[config.mk]
export PLATFORM = sky130hd
export DESIGN_NAME = hamming_syndrome_stage
export DESIGN_NICKNAME = d
export VERILOG_FILES = /design/src/rtl/hamming_syndrome_stage.sv
export SDC_FILE = /design/constraint.sdc
export NUM_CORES = 1
export LEC_CHECK = 0
export BUFFER_PORTS_ARGS = -buffer_cell sky130_fd_sc_hd__buf_2
export CORE_ASPECT_RATIO = 0.7
export CORE_MARGIN = 4
export CORE_UTILIZATION = 56
export DETAILED_ROUTE_END_ITERATION = 8
export GPL_TIMING_DRIVEN = 0
export HOLD_SLACK_MARGIN = 0.12
export PLACE_DENSITY_LB_ADDON = 0.25
export SYNTH_ARGS = -nofsm -noshare
export SYNTH_HDL_FRONTEND = slang
export SYNTH_SLANG_ARGS = --single-unit
[constraint.sdc]
create_clock -name clk -period 2.9 [get_ports clk]
set_input_delay 0.145 -clock clk [delete_from_list [all_inputs] [get_ports clk]]
set_output_delay 0.145 -clock clk [all_outputs]
set_load 0.005 [all_outputs]
[src/rtl/hamming_syndrome_stage.sv]
// Purpose: syndrome stage of the pipelined (15,11) Hamming decoder; computes syndrome and one-hot error position.
// Latency: two clock edges from input handshake to out_valid; full throughput of one codeword per cycle.
// Backpressure: out_ready low freezes the output register; S1 still fills, then in_ready drops.
//
// Ports:
//   clk, reset_n           single clock, asynchronous active-low reset
//   in_valid/in_ready      input handshake; cw_in[i] is code position i+1 (parity at 1,2,4,8)
//   out_valid/out_ready    output handshake
//   cw_out                 codeword, unmodified
//   err_vec[15:1]          one-hot error position (bit p = position p), zero when clean
//   syndrome, err_flag     4-bit syndrome and its nonzero flag
//   err_count              saturating errored-transfer count, only with SYND_ERR_COUNT_EN defined
module hamming_syndrome_stage (
    input  logic         clk,
    input  logic         reset_n,
    input  logic         in_valid,
    input  logic [14:0]  cw_in,
    output logic         in_ready,
    output logic         out_valid,
    input  logic         out_ready,
    output logic [14:0]  cw_out,
    output logic [15:1]  err_vec,
    output logic [3:0]   syndrome,
    output logic         err_flag
`ifdef SYND_ERR_COUNT_EN
    ,
    output logic [15:0]  err_count
`endif
);

    // Stage 1 registers
    logic         v1_q;
    logic [14:0]  cw1_q;
    logic [3:0]   syn1_q;

    // Stage 2 registers
    logic         v2_q;
    logic [14:0]  cw2_q;
    logic [3:0]   syn2_q;
    logic [15:1]  ev2_q;

    logic         s2_take;
    logic [3:0]   syn_d;
    logic [15:1]  ev_d;

    // S2 can accept when empty or being drained; S1 can accept when empty
    // or moving into S2. Never depends on in_valid.
    assign s2_take  = !v2_q || out_ready;
    assign in_ready = !v1_q || s2_take;

    // The syndrome equals the XOR of the positions of all set bits: each
    // syndrome bit k collects the bits whose position has bit k set.
    always_comb begin
        syn_d = 4'd0;
        for (int i = 0; i < 15; i++) begin
            if (cw_in[i]) begin
                syn_d = syn_d ^ 4'(i + 1);
            end
        end
    end

    // One-hot decode of the S1 syndrome; syndrome 0 decodes to all zeros.
    always_comb begin
        ev_d = '0;
        for (int p = 1; p <= 15; p++) begin
            if (syn1_q == 4'(p)) begin
                ev_d[p] = 1'b1;
            end
        end
    end

    always_ff @(posedge clk or negedge reset_n) begin
        if (!reset_n) begin
            v1_q   <= 1'b0;
            cw1_q  <= '0;
            syn1_q <= '0;
            v2_q   <= 1'b0;
            cw2_q  <= '0;
            syn2_q <= '0;
            ev2_q  <= '0;
        end else begin
            if (s2_take) begin
                v2_q <= v1_q;
                if (v1_q) begin
                    cw2_q  <= cw1_q;
                    syn2_q <= syn1_q;
                    ev2_q  <= ev_d;
                end
            end
            if (in_ready) begin
                v1_q <= in_valid;
                if (in_valid) begin
                    cw1_q  <= cw_in;
                    syn1_q <= syn_d;
                end
            end
        end
    end

    assign out_valid = v2_q;
    assign cw_out    = cw2_q;
    assign err_vec   = ev2_q;
    assign syndrome  = syn2_q;
    assign err_flag  = (syn2_q != 4'd0);

`ifdef SYND_ERR_COUNT_EN
    logic [15:0] err_cnt_q;

    always_ff @(posedge clk or negedge reset_n) begin
        if (!reset_n) begin
            err_cnt_q <= 16'd0;
        end else if (out_valid && out_ready && err_flag && (err_cnt_q != 16'hFFFF)) begin
            err_cnt_q <= err_cnt_q + 16'd1;
        end
    end

    assign err_count = err_cnt_q;
`endif

endmodule
==> flow_metrics.py <==
metrics = {
    "synthesis": {
        "synthTopCellsByArea": "dfrtp_1 60%, mux2_2 17%, xnor2_1 6.5%, nand2_1 3.6%, o31ai_1 2.9%",
        "synthXorXnorAreaFrac": 0.0872,
        "synth_seq_cells": 55,
        "synth_top_family_by_area": "multiplexers",
        "syn-num-nets": 188,
        "syn_inst": 169,
        "synth_compound_area_frac": 0.0610,
        "synth.avg_cell_area_um2": 13.6,
        "yosysSeqAreaShare": 0.599,
        "synth_area_mm2": 0.00230,
        "yosys.area_share.simple": 0.0643,
        "synth.area.mux_share": 0.167,
        "yosysTopAreaCell": "dfrtp_1",
        "synth_top_area_share": 0.599,
        "yosys.area_share.adder": 0,
        "synth.distinct_cells": 18,
        "ys_warn_count": 0,
    },
    "clock_tree": {
        "cts_buffers": 5,
        "clkTransAtPathRegs_ns": 0.09,
        "cts_tree": "yes",
        "ctsResizeCount": 0,
        "htree_levels": 2,
        "clock_path_buffers": 2,
        "cts_hold_buffers": 10,
        "root_buffer": "clkbuf_8",
        "clkLatencyLatePin_ns": 0.30,
        "post_cts_buffers": 0,
        "cts_sinks": 55,
    },
    "grt": {
        "overflow": 0,
        "grt_pass1_wl_mm": 7.38,
        "grtUsageTotal": 0.187,
        "grt_pass1_vias": 1516,
        "grt_max_degree": 56,
        "antenna_found_initial": 0,
    },
    "run_status": {
        "status": "finished, final reports clean",
    },
    "power": {
        "p_seq_frac": 0.527,
        "leakage_nw": 1.32,
        "p_sw_w": 0.000570,
        "internal_power_w": 0.00143,
        "p_per_area_mw_per_mm2": 704,
        "power_frac_clock": 0.220,
        "power_frac_comb": 0.253,
        "switching_share": 0.285,
        "ir_worst_vdd_mv": 0.447,
    },
    "routing": {
        "highest_layer": "met4",
        "vias_per_cell": 5.15,
        "m1WireLength_mm": 2.08,
        "drc": 0,
        "first_pass_iters": 4,
        "wl_per_cell_um": 14.8,
        "ant_nets": 0,
        "wl_met3_um": 256,
        "dr_total_vias": 1513,
        "wl_met2_mm": 1.97,
        "drt-total-wl_mm": 4.35,
        "first_iter_violations": 82,
    },
    "die": {
        "die_area_mm2": 0.00520,
        "core_mm2": 0.00395,
        "chipHeight_um": 61.6,
        "start_util": 0.582,
        "io_pins": 56,
        "placementRows": 19,
        "die_w_um": 84.5,
    },
    "layout": {
        "layout-drive-gt1-share": 0.430,
        "diodes": 0,
        "syn_to_final_growth_pct": 23.5,
        "final_design_area_no_fill_mm2": 0.00284,
        "nNetsFinal": 260,
        "instances_no_fill": 294,
    },
    "placement": {
        "port_buffers": 55,
        "placed_cell_area_mm2": 0.00264,
        "place_congestion": 0.776,
        "dp.cells": 276,
        "dp_hpwl_mm": 3.23,
    },
    "sta": {
        "slew-limit-headroom": 0.221,
        "setup_viol": 0,
        "fmax_mhz": 677,
        "finalClockSkew_ns": 0.00486,
        "timing.setup.tns_ns": 0,
        "slew_violations": 0,
        "hold_violations": 0,
        "rsz0062_at_grt": "false",
        "finalCriticalPeriod_ns": 1.48,
        "fin_crit_sh": 0.509,
        "worst_pin_slew_ns": 1.17,
    },
    "worst_setup_path": {
        "cp-end-kind": "primary output",
        "required_ns": 2.76,
        "crit_arrival_ns": 1.33,
        "cp-start-kind": "flop",
        "crit_fanout": 3,
        "worstSetupPathType": "flop to primary output",
    },
    "hold_path": {
        "hp-class": "primary input to flop",
    },
    "run": {
        "cap_viol_max_count": 0,
    },
}
==> per-layer routing <==
metal  vias to the layer above  track usage
met5                         -            0
met1                       738        0.266
met3                         5       0.0535
met4                         0       0.0474
met2                        41        0.288
li1                        729            -
==> synthesized netlist by cell type (all sizes together) <==
cell / number
xor2: 4
buf: 6
dfrtp: 55
nand2: 23
o41ai: 6
mux2: 34
or4: 1
nand3b: 1
o31ai: 9
o21ai: 4
xnor2: 18
nand2b: 7
clkbuf: 1
==> flip-flops by register name (all words and copies together) (netlist names) <==
register	count
cw_out	15
v1_q	1
out_valid	1
cw1_q	15
err_vec	15
syndrome	4
syn1_q	4
==> kinds of logic after synthesis <==
kind of cell | count (synthesis)
AOI/OAI and AO/OA | 19
muxes | 34
buffers and inverters | 7
and+or+nand+nor | 32
DFF | 55
xor gates and xnor gates | 22
==> through the flow <==
stage | utilization | hold WS [ns] | setup slack (ns) | total power, W
final | 0.719 | 0.131 | 1.42 | 0.00200
after global routing | 0.719 | 0.129 | 1.29 | 0.00213
after CTS | 0.719 | 0.129 | 1.41 | 0.00202
after detailed placement | 0.668 | 0.367 | 1.54 | 0.00157
after global placement | 0.668 | 0.360 | 1.56 | 0.00155
after floorplan | - | -0.151 | 1.65 | 0.00133
==> final cells by class <==
type	count	area [um2]
buffer	7	48.8
fill	309	1110
sequential	55	1380
clock buffer	8	100
multi-input combinational	107	871
timing repair buffer	65	375
tap	52	65.1
==> final timing paths <==
check	from	end	slack, ns	cells after the start
max reg2reg	out_valid	cw_out[10]	1.54	4
max	syndrome[1]	err_flag	1.42	2
min in group asynchronous	reset_n	cw_out[14]	0.61	2
min	out_ready	out_valid	0.13	3
min reg2reg	err_vec[1]	err_vec[1]	0.49	2
max in group asynchronous	reset_n	cw1_q[10]	1.56	2
==> critical path, stage by stage, from the launching register on <==
cell	delay [ns]
dfrtp_1	0.39
or4_1	0.51
buf_2	0.14
==> power groups by stage <==
stage                     Sequential [W]  Clock, W  Combinational [W]
after floorplan                  0.00105         0           0.000279
after global routing             0.00108  0.000486           0.000564
final                            0.00105  0.000439           0.000505
after CTS                        0.00105  0.000452           0.000515
after global placement           0.00106         0           0.000488
after detailed placement         0.00107         0           0.000503
==> cell usage in the layout (no fill, tap or decap) <==
cell,count
buf_6,2
nand2_1,22
nand2b_1,7
dlygate4sd3_1,10
mux2_2,34
xnor2_2,1
dfrtp_1,55
nand2_2,1
o21ai_0,1
o31ai_1,9
clkbuf_1,2
clkbuf_8,7
or4_1,1
o21ai_1,3
buf_4,1
buf_2,58
o41ai_1,6
xnor2_1,17
nand3b_1,1
xor2_1,4
No activity file was read; power rests on OpenSTA's default activity.
